===== config.mk =====
export PLATFORM = sky130hd
export DESIGN_NAME = score_render
export DESIGN_NICKNAME = d
export VERILOG_FILES = /design/src/rtl/score_pkg.sv /design/src/rtl/seg7_glyph.sv /design/src/rtl/score_render.sv
export SDC_FILE = /design/constraint.sdc
export NUM_CORES = 1
export LEC_CHECK = 0
export ABC_CLOCK_PERIOD_IN_PS = 4300
export BUFFER_PORTS_ARGS = -buffer_cell sky130_fd_sc_hd__buf_2
export CAP_MARGIN = 20
export CELL_PAD_IN_SITES_DETAIL_PLACEMENT = 0
export CELL_PAD_IN_SITES_GLOBAL_PLACEMENT = 1
export CORE_ASPECT_RATIO = 0.7
export CORE_MARGIN = 2
export CORE_UTILIZATION = 41
export CTS_BUF_LIST = sky130_fd_sc_hd__clkbuf_4 sky130_fd_sc_hd__clkbuf_8 sky130_fd_sc_hd__clkbuf_16
export CTS_CLUSTER_DIAMETER = 80
export DETAILED_ROUTE_END_ITERATION = 12
export PLACE_DENSITY_LB_ADDON = 0.25
export SLEW_MARGIN = 20
export SYNTH_ARGS = -nofsm -noshare
export SYNTH_HDL_FRONTEND = slang
export SYNTH_SLANG_ARGS = --single-unit

===== constraint.sdc =====
create_clock -name clk -period 4.3 [get_ports clk]
set_clock_uncertainty 0.2 [all_clocks]
set_input_delay 0.86 -clock clk [delete_from_list [all_inputs] [get_ports clk]]
set_output_delay 0.86 -clock clk [all_outputs]
set_load 0.005 [all_outputs]

===== src/rtl/score_pkg.sv =====
`default_nettype none
// +----------------------------------------------------------------------+
// | score_pkg : shared types, glyph table and BCD helpers for the scores  |
// | Rev 1.0                                                              |
// +----------------------------------------------------------------------+
package score_pkg;

  localparam int BCD_W = 4;

  typedef enum logic [2:0] {
    CELL_NONE = 3'd0,
    CELL_AT   = 3'd1,
    CELL_AU   = 3'd2,
    CELL_BT   = 3'd3,
    CELL_BU   = 3'd4
  } cell_e;

  // Bit order {a,b,c,d,e,f,g}; anything outside 0-9 lights nothing.
  function automatic logic [6:0] seg_pattern(input logic [BCD_W-1:0] d);
    case (d)
      4'd0:    return 7'b1111110;
      4'd1:    return 7'b0110000;
      4'd2:    return 7'b1101101;
      4'd3:    return 7'b1111001;
      4'd4:    return 7'b0110011;
      4'd5:    return 7'b1011011;
      4'd6:    return 7'b1011111;
      4'd7:    return 7'b1110000;
      4'd8:    return 7'b1111111;
      4'd9:    return 7'b1111011;
      default: return 7'b0000000;
    endcase
  endfunction

  function automatic logic [2*BCD_W-1:0] bcd_inc(input logic [2*BCD_W-1:0] s);
    if (s == 8'h99)
      return s;
    else if (s[3:0] == 4'd9)
      return {s[7:4] + 4'd1, 4'd0};
    else
      return {s[7:4], s[3:0] + 4'd1};
  endfunction

  function automatic logic [6:0] bcd_to_bin(input logic [2*BCD_W-1:0] s);
    return ({3'b000, s[7:4]} * 7'd10) + {3'b000, s[3:0]};
  endfunction

endpackage
`default_nettype wire


===== src/rtl/seg7_glyph.sv =====
`default_nettype none
// +----------------------------------------------------------------------+
// | seg7_glyph : seven-segment hit test for one pixel inside a digit cell |
// | Rev 1.0                                                              |
// +----------------------------------------------------------------------+
module seg7_glyph
  import score_pkg::*;
#(
  parameter logic [9:0] DIGIT_W = 10'd16,
  parameter logic [9:0] DIGIT_H = 10'd32,
  parameter logic [9:0] STROKE  = 10'd4
) (
  input  logic [9:0]       lx,
  input  logic [9:0]       ly,
  input  logic [BCD_W-1:0] digit,
  input  logic             blank,
  output logic             hit
);

  localparam logic [9:0] H2          = DIGIT_H >> 1;
  localparam logic [9:0] HALF_STROKE = STROKE >> 1;

  logic       on_left;
  logic       on_right;
  logic       on_upper;
  logic [6:0] region;
  logic [6:0] lit_segs;

  always_comb begin
    on_left  = (lx < STROKE);
    on_right = (lx >= DIGIT_W - STROKE);
    on_upper = (ly < H2);
    region   = {ly < STROKE,                                      // a
                on_right && on_upper,                             // b
                on_right && !on_upper,                            // c
                ly >= DIGIT_H - STROKE,                           // d
                on_left && !on_upper,                             // e
                on_left && on_upper,                              // f
                (ly >= H2 - HALF_STROKE) && (ly < H2 + HALF_STROKE)}; // g
    lit_segs = seg_pattern(digit) & region;
    hit      = !blank && (lit_segs != 7'd0);
  end

endmodule
`default_nettype wire


===== src/rtl/score_render.sv =====
`default_nettype none
// +----------------------------------------------------------------------+
// | score_render : BCD score keeping, game-over detection and 2-stage     |
// | seven-segment score overlay with winner blink. Rev 1.0               |
// +----------------------------------------------------------------------+
module score_render
  import score_pkg::*;
#(
  parameter logic [9:0] SCOREA_X  = 10'd256,
  parameter logic [9:0] SCOREB_X  = 10'd352,
  parameter logic [9:0] SCORE_Y   = 10'd16,
  parameter logic [9:0] DIGIT_W   = 10'd16,
  parameter logic [9:0] DIGIT_H   = 10'd32,
  parameter logic [9:0] STROKE    = 10'd4,
  parameter logic [9:0] DIGIT_GAP = 10'd4,
  parameter logic [6:0] WINSCORE  = 7'd11,
  parameter int         BLINKBITS = 5
) (
  input  logic       clk,
  input  logic       reset_n,
  input  logic       newgame,
  input  logic       pointA,
  input  logic       pointB,
  input  logic       vsync,
  input  logic       videoActive,
  input  logic [9:0] realx,
  input  logic [9:0] realy,
  output logic       score_scan,
  output logic       game_over,
  output logic       winner,
  output logic [7:0] scoreA,
  output logic [7:0] scoreB
);

  localparam logic [9:0] A_TENS_X  = SCOREA_X;
  localparam logic [9:0] A_UNITS_X = SCOREA_X + DIGIT_W + DIGIT_GAP;
  localparam logic [9:0] B_TENS_X  = SCOREB_X;
  localparam logic [9:0] B_UNITS_X = SCOREB_X + DIGIT_W + DIGIT_GAP;
  localparam logic [BLINKBITS-1:0] FRAME_ONE = {{(BLINKBITS-1){1'b0}}, 1'b1};

  // Range check first; the subtraction is only meaningful once v >= lo.
  function automatic logic in_span(input logic [9:0] v, input logic [9:0] lo,
                                   input logic [9:0] span);
    return (v >= lo) && ((v - lo) < span);
  endfunction

  logic [2*BCD_W-1:0]   score_a_q, score_a_d;
  logic [2*BCD_W-1:0]   score_b_q, score_b_d;
  logic                 game_over_q, game_over_d;
  logic                 winner_q, winner_d;
  logic                 vsync_prev_q, vsync_prev_d;
  logic [BLINKBITS-1:0] frame_q, frame_d;
  cell_e                s1_cell_q, s1_cell_d;
  logic [9:0]           s1_lx_q, s1_lx_d;
  logic [9:0]           s1_ly_q, s1_ly_d;
  logic [BCD_W-1:0]     s1_digit_q, s1_digit_d;
  logic                 s1_blank_q, s1_blank_d;
  logic                 score_scan_q, score_scan_d;

  logic [7:0] a_bin;
  logic [7:0] b_bin;
  logic       in_y;
  logic       glyph_hit;
  logic       winner_cell;
  logic       blink;

  assign a_bin = {1'b0, bcd_to_bin(score_a_q)};
  assign b_bin = {1'b0, bcd_to_bin(score_b_q)};

  always_comb begin
    score_a_d   = score_a_q;
    score_b_d   = score_b_q;
    game_over_d = game_over_q;
    winner_d    = winner_q;
    if (!game_over_q) begin
      if (pointA) score_a_d = bcd_inc(score_a_q);
      if (pointB) score_b_d = bcd_inc(score_b_q);
      // Judged on the registered scores, so game_over trails the update by one clock.
      if ((a_bin >= {1'b0, WINSCORE}) && (a_bin >= b_bin + 8'd2)) begin
        game_over_d = 1'b1;
        winner_d    = 1'b0;
      end else if ((b_bin >= {1'b0, WINSCORE}) && (b_bin >= a_bin + 8'd2)) begin
        game_over_d = 1'b1;
        winner_d    = 1'b1;
      end
    end
    if (newgame) begin
      score_a_d   = '0;
      score_b_d   = '0;
      game_over_d = 1'b0;
      winner_d    = 1'b0;
    end
  end

  always_comb begin
    vsync_prev_d = vsync;
    frame_d      = (vsync_prev_q && !vsync) ? frame_q + FRAME_ONE : frame_q;
  end

  always_comb begin
    s1_cell_d  = CELL_NONE;
    s1_lx_d    = '0;
    s1_ly_d    = '0;
    s1_digit_d = '0;
    s1_blank_d = 1'b0;
    in_y       = in_span(realy, SCORE_Y, DIGIT_H);
    if (videoActive && in_y) begin
      if (in_span(realx, A_TENS_X, DIGIT_W)) begin
        s1_cell_d  = CELL_AT;
        s1_lx_d    = realx - A_TENS_X;
        s1_digit_d = score_a_q[7:4];
        s1_blank_d = (score_a_q[7:4] == 4'd0);
      end else if (in_span(realx, A_UNITS_X, DIGIT_W)) begin
        s1_cell_d  = CELL_AU;
        s1_lx_d    = realx - A_UNITS_X;
        s1_digit_d = score_a_q[3:0];
      end else if (in_span(realx, B_TENS_X, DIGIT_W)) begin
        s1_cell_d  = CELL_BT;
        s1_lx_d    = realx - B_TENS_X;
        s1_digit_d = score_b_q[7:4];
        s1_blank_d = (score_b_q[7:4] == 4'd0);
      end else if (in_span(realx, B_UNITS_X, DIGIT_W)) begin
        s1_cell_d  = CELL_BU;
        s1_lx_d    = realx - B_UNITS_X;
        s1_digit_d = score_b_q[3:0];
      end
      if (s1_cell_d != CELL_NONE) s1_ly_d = realy - SCORE_Y;
    end
  end

  seg7_glyph #(
    .DIGIT_W (DIGIT_W),
    .DIGIT_H (DIGIT_H),
    .STROKE  (STROKE)
  ) u_glyph (
    .lx    (s1_lx_q),
    .ly    (s1_ly_q),
    .digit (s1_digit_q),
    .blank (s1_blank_q),
    .hit   (glyph_hit)
  );

  always_comb begin
    winner_cell  = winner_q ? ((s1_cell_q == CELL_BT) || (s1_cell_q == CELL_BU))
                            : ((s1_cell_q == CELL_AT) || (s1_cell_q == CELL_AU));
    blink        = game_over_q && frame_q[BLINKBITS-1] && winner_cell;
    score_scan_d = (s1_cell_q != CELL_NONE) && glyph_hit && !blink;
  end

  always_ff @(posedge clk) begin
    if (!reset_n) begin
      score_a_q    <= '0;
      score_b_q    <= '0;
      game_over_q  <= 1'b0;
      winner_q     <= 1'b0;
      vsync_prev_q <= 1'b0;
      frame_q      <= '0;
      s1_cell_q    <= CELL_NONE;
      s1_lx_q      <= '0;
      s1_ly_q      <= '0;
      s1_digit_q   <= '0;
      s1_blank_q   <= 1'b0;
      score_scan_q <= 1'b0;
    end else begin
      score_a_q    <= score_a_d;
      score_b_q    <= score_b_d;
      game_over_q  <= game_over_d;
      winner_q     <= winner_d;
      vsync_prev_q <= vsync_prev_d;
      frame_q      <= frame_d;
      s1_cell_q    <= s1_cell_d;
      s1_lx_q      <= s1_lx_d;
      s1_ly_q      <= s1_ly_d;
      s1_digit_q   <= s1_digit_d;
      s1_blank_q   <= s1_blank_d;
      score_scan_q <= score_scan_d;
    end
  end

  assign score_scan = score_scan_q;
  assign game_over  = game_over_q;
  assign winner     = winner_q;
  assign scoreA     = score_a_q;
  assign scoreB     = score_b_q;

endmodule
`default_nettype wire


### Word level (Yosys, flattened, before mapping)

Memories as Yosys holds them, arrays and structs flattened. A register that Yosys moved wholly into a read port is not among the register bits.
Cells that the tools add are included.

| cells by class | value |
|---|---|
| add/sub/neg operators | 14 |
| equal/unequal tests | 8 |
| bitwise logic cells | 5 |
| $mul | 2 |
| multiplexer cells | 25 |
| reduce and logical (&&, ||, !) cells | 39 |
| $lt $le $gt $ge | 21 |

Operators with widths:

| kind | number |
|---|---|
| less-than comparator 10 x 5 -> 1 bit (second input constant) | 6 |
| greater-or-equal comparator 10 x 9 -> 1 bit (second input constant) | 4 |
| two-way mux 10 bit | 4 |
| subtractor 10 x 9 -> 10 bit (second input constant) | 4 |
| two-way mux 4 bit | 7 |
| greater-or-equal comparator 10 x 4 -> 1 bit (second input constant) | 2 |
| greater-or-equal comparator 10 x 5 -> 1 bit (second input constant) | 2 |
| less-than comparator 10 x 3 -> 1 bit (second input constant) | 2 |
| logical AND 1 bit | 19 |
| adder 4 x 1 -> 4 bit (second input constant) | 4 |
| adder 7 x 2 -> 8 bit (second input constant) | 2 |
| == test 8 bit (second input constant) | 2 |
| greater-or-equal comparator 7 x 8 -> 1 bit | 2 |
| two-way mux 3 bit | 5 |
| adder 7 x 4 -> 7 bit | 2 |
| greater-or-equal comparator 7 x 4 -> 1 bit (second input constant) | 2 |
| multiplier 4 x 3 -> 6 bit (second input constant) | 2 |
| less-than comparator 10 x 6 -> 1 bit (second input constant) | 1 |
| subtractor 10 x 5 -> 10 bit (second input constant) | 1 |
| two-way mux 1 bit | 9 |
| AND reduction 3 bit | 3 |
| == test 4 bit (second input constant) | 2 |
| zero test 4 bit | 2 |
| AND reduction 4 bit | 2 |
| other kinds (13) | 23 |

| storage, ports and cells | value |
|---|---|
| word-level logic and storage cells | 128 |
| memories kept | 1 |
| bits of input ports | 27 |
| register bits after elaboration | 49 |
| bits in read-only memories | 112 |
| output and inout port bits | 19 |

Memory list:

| name | words | width | rd ports | clocked after Yosys merged registers in | write ports | line | source |
|---|---|---|---|---|---|---|---|
| (name not given) | 16 | 7 | 1 | 1 | 0 | score_pkg.sv:20 | `case (d)` |

### Longest topological paths before layout

| logic depth | value |
|---|---|
| depth in word-level cells | 10 |
| mapped depth | 14 |
| mapped depth without buffers | 14 |

### By module

Synthesis repeated with hierarchy kept, for this count alone.

| second synthesis, totals | value |
|---|---|
| cell total of the unflattened synthesis | 461 |
| area, all modules | 3953.8 µm² |

By module, submodules not included:

| module | area each (µm²) | cells an instance | seq. area each (µm²) | instances |
|---|---|---|---|---|
| score_render | 3602.2 | 412 | 1061.0 | 1 |
| seg7_glyph | 351.6 | 49 | 0.0 | 1 |

### Worst setup path after synthesis

No wires, ideal clock.

| timing | value |
|---|---|
| kind | input port to flip-flop |
| start | in realx[5] |
| end | reg with a tool-made name |
| slack | 0.804 ns |
| library setup time | 0.069 ns |
| buffers on the path | 1 |
| arrival | 3.227 ns |
| stages | 11 |
| data required time | 4.031 ns |
| cells stage by stage | buf_2 > inv_1 > ha_1 > or3b_2 > a2111oi_2 > o21ai_0 > a21o_1 > a31o_2 > ha_1 > mux2_4 > o21ai_1 |

RTL lines:

| element | line | source |
|---|---|---|
| start, declared | score_render.sv:26 | `input logic [9:0] realx,` |

### Worst setup path after layout

| timing | value |
|---|---|
| start | reg score_b_q[7] (netlist: scoreB[7]) |
| end | reg game_over_q (netlist: game_over) |

| between the ends | value |
|---|---|
| cells in the longest elaborated chain, start to end | 7 |
| elaborated cells on any way between the ends | 11 |
| classes of those cells | 2 x add/sub; 1 x mul; 3 x order compare; 3 x mux; 2 x reduce/logical |

Ends and longest elaborated chain:

| element | line | source |
|---|---|---|
| start, declared | score_render.sv:48 | `logic [2*BCD_W-1:0] score_b_q, score_b_d;` |
| start signal, assigned | score_render.sv:166 | `score_b_q <= score_b_d;` |
| multiplier 4 x 3 -> 6 bit (*) | score_pkg.sv:45 | `return ({3'b000, s[7:4]} * 7'd10) + {3'b000, s[3:0]};` |
| adder 7 x 4 -> 7 bit (*) | score_pkg.sv:45 |  |
| adder 7 x 2 -> 8 bit (tied with other cells) | score_render.sv:79 | `if ((a_bin >= {1'b0, WINSCORE}) && (a_bin >= b_bin + 8'd2)) begin` |
| greater-or-equal comparator 7 x 8 -> 1 bit or logical AND 1 bit (tied branches) | score_render.sv:79, score_render.sv:82 |  |
| logical AND 1 bit or two-way mux 1 bit (tied branches) | score_render.sv:79, score_render.sv:82 |  |
| two-way mux 1 bit (*) | score_render.sv:79 |  |
| two-way mux 1 bit (*) | score_render.sv:75 | `if (!game_over_q) begin` |
| end signal, assigned | score_render.sv:167 | `game_over_q <= game_over_d;` |
| end, declared | score_render.sv:49 | `logic game_over_q, game_over_d;` |

Mark *: on every way between the ends. The rest lies on a longest branch, timed or not.
A chain may end at the register's enable or synchronous reset.

==> impl_metrics.csv <==
group,metric,value,unit
status,status,"finished, final reports clean",
yosys,ys_top_cells_by_area,"dfxtp_1 27%, ha_1 17%, xnor2_1 5.7%",
cells_and_area,final.fill_count,894,
detailed_routing,dr.pass1.iters,5,
setup_path,critical-path-slowest-cell,"dfxtp_1",
timing,relSlewSlack,0.319,
cts,clkTransAtPathRegs,70,ps
setup_path,start_kind,"flip-flop",
setup_path,worstPathArrival,3640,ps
detailed_routing,drt_wl_total,8620,um
cells_and_area,syn2layout_area_growth,13.5,%
cts,clockRootBuffer,"clkbuf_16",
floorplanning,dieHeight,85.3,um
timing,holdWs,301,ps
floorplanning,core,0.00911,mm2
setup_path,crit_top_cell,"ha_1",
yosys,yosysWarnings,0,
floorplanning,std_cell_rows,29,
grt,grt-ovfl-total,0,
yosys,seq_area_frac_synth,0.274,
yosys,ys_ff_latch,53,
cts,holdBufCountCts,0,
grt,grt_pass1_wl,14700,um
cells_and_area,drive_gt1_frac,0.148,
grt,grt_max_degree,19,
cts,cts_tree,"yes",
setup_path,crit_fanout,7,
cts,ctsLongestPathBuffers,2,
cts,clk_latency,300,ps
cells_and_area,final_cell_mix,"53 x dfxtp_1, 52 x ha_1, 44 x buf_2",
grt,grt_pass1_vias,2958,
setup_path,cpPeakStageDelay,510,ps
setup_path,cp_cell_sequence,"ha_1 > ha_1 > inv_1 > fa_1 > nor3b_1 > xnor2_1 > inv_1 > xnor2_1 > ha_1 > a21o_1 > a31o_2 > a211oi_1 > a211oi_1",
power,clock_power_share,0.413,
timing,timing.fmax,0.271,GHz
timing,tns,0,ps
worst_hold_path,hold_path.class,"reg2reg",
detailed_routing,drt_iter0_drc,142,
power,p_sw,245,uW
yosys,syn_avg_cell_area,8.80,um2
detailed_routing,vias,3128,
cts,cts_setup_buffers,0,
floorplanning,dieWidth,120,um
timing,slew_violations,0,
grt,antenna_found_initial,0,
power,internal_power,752,uW
setup_path,critPathCaptureType,"flip-flop",
cts,htreeDepth,2,
yosys,async_flop_share,0,
cts,clock_sinks,53,
setup_path,startpoint,"scoreB[7]",
floorplanning,die_area,0.0103,mm2
timing,period_needed,3690,ps
yosys,synth_top_area_frac,0.274,
power,ir_worst_vdd,0.168,mV
cts,post_cts_resized,0,
cells_and_area,fin_util,0.483,
power,p_comb_frac,0.083,
cells_and_area,final_common_cell,"dfxtp_1",
yosys,ys_types,65,
place,gp_congestion,0.826,
detailed_routing,wl_per_cell,14.0,um
setup_path,r2r_setup_slack,610,ps
yosys,synth-edff-count,0,
power,seq_power_share,0.504,
timing,setup_viol,0,
timing,period_share,0.859,
floorplanning,ios,46,
yosys,ys.flop_type,"dfxtp_1",
grt,grt_usage,0.178,
cells_and_area,antennaDiodeCount,0,
cells_and_area,nets,575,
power,p_sw_frac,0.246,
power,p_per_area,227,mW/mm2
cts,cts_made_buffers,5,
yosys,synth_cells,440,
setup_path,criticalPathCategory,"reg2reg",
cells_and_area,multiInputGateArea,0.00265,mm2
place,dp_hpwl,6830,um
power,leakage,0.00192,uW
yosys,yosys.area.top_type,"dfxtp_1",
detailed_routing,drc,0,
floorplanning,initial_core_util,0.425,
place,dp_cells,609,
cells_and_area,instances_no_fill,617,
timing,rsz0062_at_grt,"false",
detailed_routing,ant_nets,0,
job,drv_cap,0,
yosys,synth_area,0.00387,mm2
setup_path,r2r-start,"scoreB[7]",
detailed_routing,viasPerCell,5.07,
cells_and_area,seq_area,0.00106,mm2
place,portBuffers,44,
setup_path,cp.required,4250,ps
timing,hold_viol,0,
timing,worstMarginPinSlew,1020,ps
## metrics by stage
stage,power (uW),cell area (um2),setup WS [ps]
3_5_place_dp,596,4240,380
4_1_cts,1010,4400,596
6_report,997,4400,606
2_1_floorplan,566,3900,804
3_3_place_gp,594,4240,429
5_1_grt,1040,4400,366
## Yosys cell counts, types with 6 or more instances
cell      count
dfxtp_1      53
ha_1         52
inv_1        37
nor2_1       31
nand2_1      28
xnor2_1      25
a21oi_1      24
o21ai_0      16
nor3_1       14
nand3_1      13
and2_1       10
a21o_1        8
nor2b_1       8
xor2_1        8
nand4_1       7
a211oi_1      6
## layout make-up
class	count	share of cell area
clock inverters	3	0.00598
repair buffers	47	0.0552
well taps	124	0.0353
inverters	37	0.0316
clock buffers	5	0.0285
flip-flops and latches	53	0.241
multi-input cells	348	0.602
## power groups by stage
| stage | sequential (uW) | clock, uW | combinational [uW] |
|---|---|---|---|
| finish | 503 | 412 | 82.4 |
| global placement | 514 | 0 | 79.8 |
| CTS | 503 | 424 | 82.5 |
| detailed placement | 514 | 0 | 81.7 |
| floorplan | 513 | 0 | 53.0 |
| global route | 504 | 447 | 92.9 |
## cell families (layout without fill, tap and decap cells)
kind of cell | after synthesis | count (layout) | share of synthesized area
compound gates | 92 | 92 | 0.169
buf+inv | 47 | 92 | 0.0504
xor+xnor | 34 | 34 | 0.0805
simple gates | 149 | 149 | 0.212
other cells | 1 | 9 | 0.000968
flops | 53 | 53 | 0.274
mux | 8 | 8 | 0.0246
fa+ha+maj | 56 | 56 | 0.189
## worst max-delay path: cells and delay by family, from the launching register on
family | cells | cell delay, ps
flops | 1 | 510
xor+xnor | 2 | 410
buf+inv | 2 | 190
fa+ha+maj | 4 | 1210
compound gates | 4 | 720
simple gates | 1 | 300
## final timing paths
kind	endpoint	cells after the start
setup / recovery	game_over	13
hold / removal	score_scan	2
setup reg to reg	game_over	13
hold reg to reg	score_scan	2
## layer usage
metal / global-route usage / wire length, um / up-vias / part of all wire
met2: 0.251 / 3240 / 66 / 0.38
met4: 0.0289 / 51 / 0 / 0.0059
met5: 0 / 0 / - / 0
li1: - / - / 1652 / -
met1: 0.277 / 4880 / 1405 / 0.57
met3: 0.0403 / 452 / 5 / 0.052
Note: power is estimated with default switching activity, not from simulation.
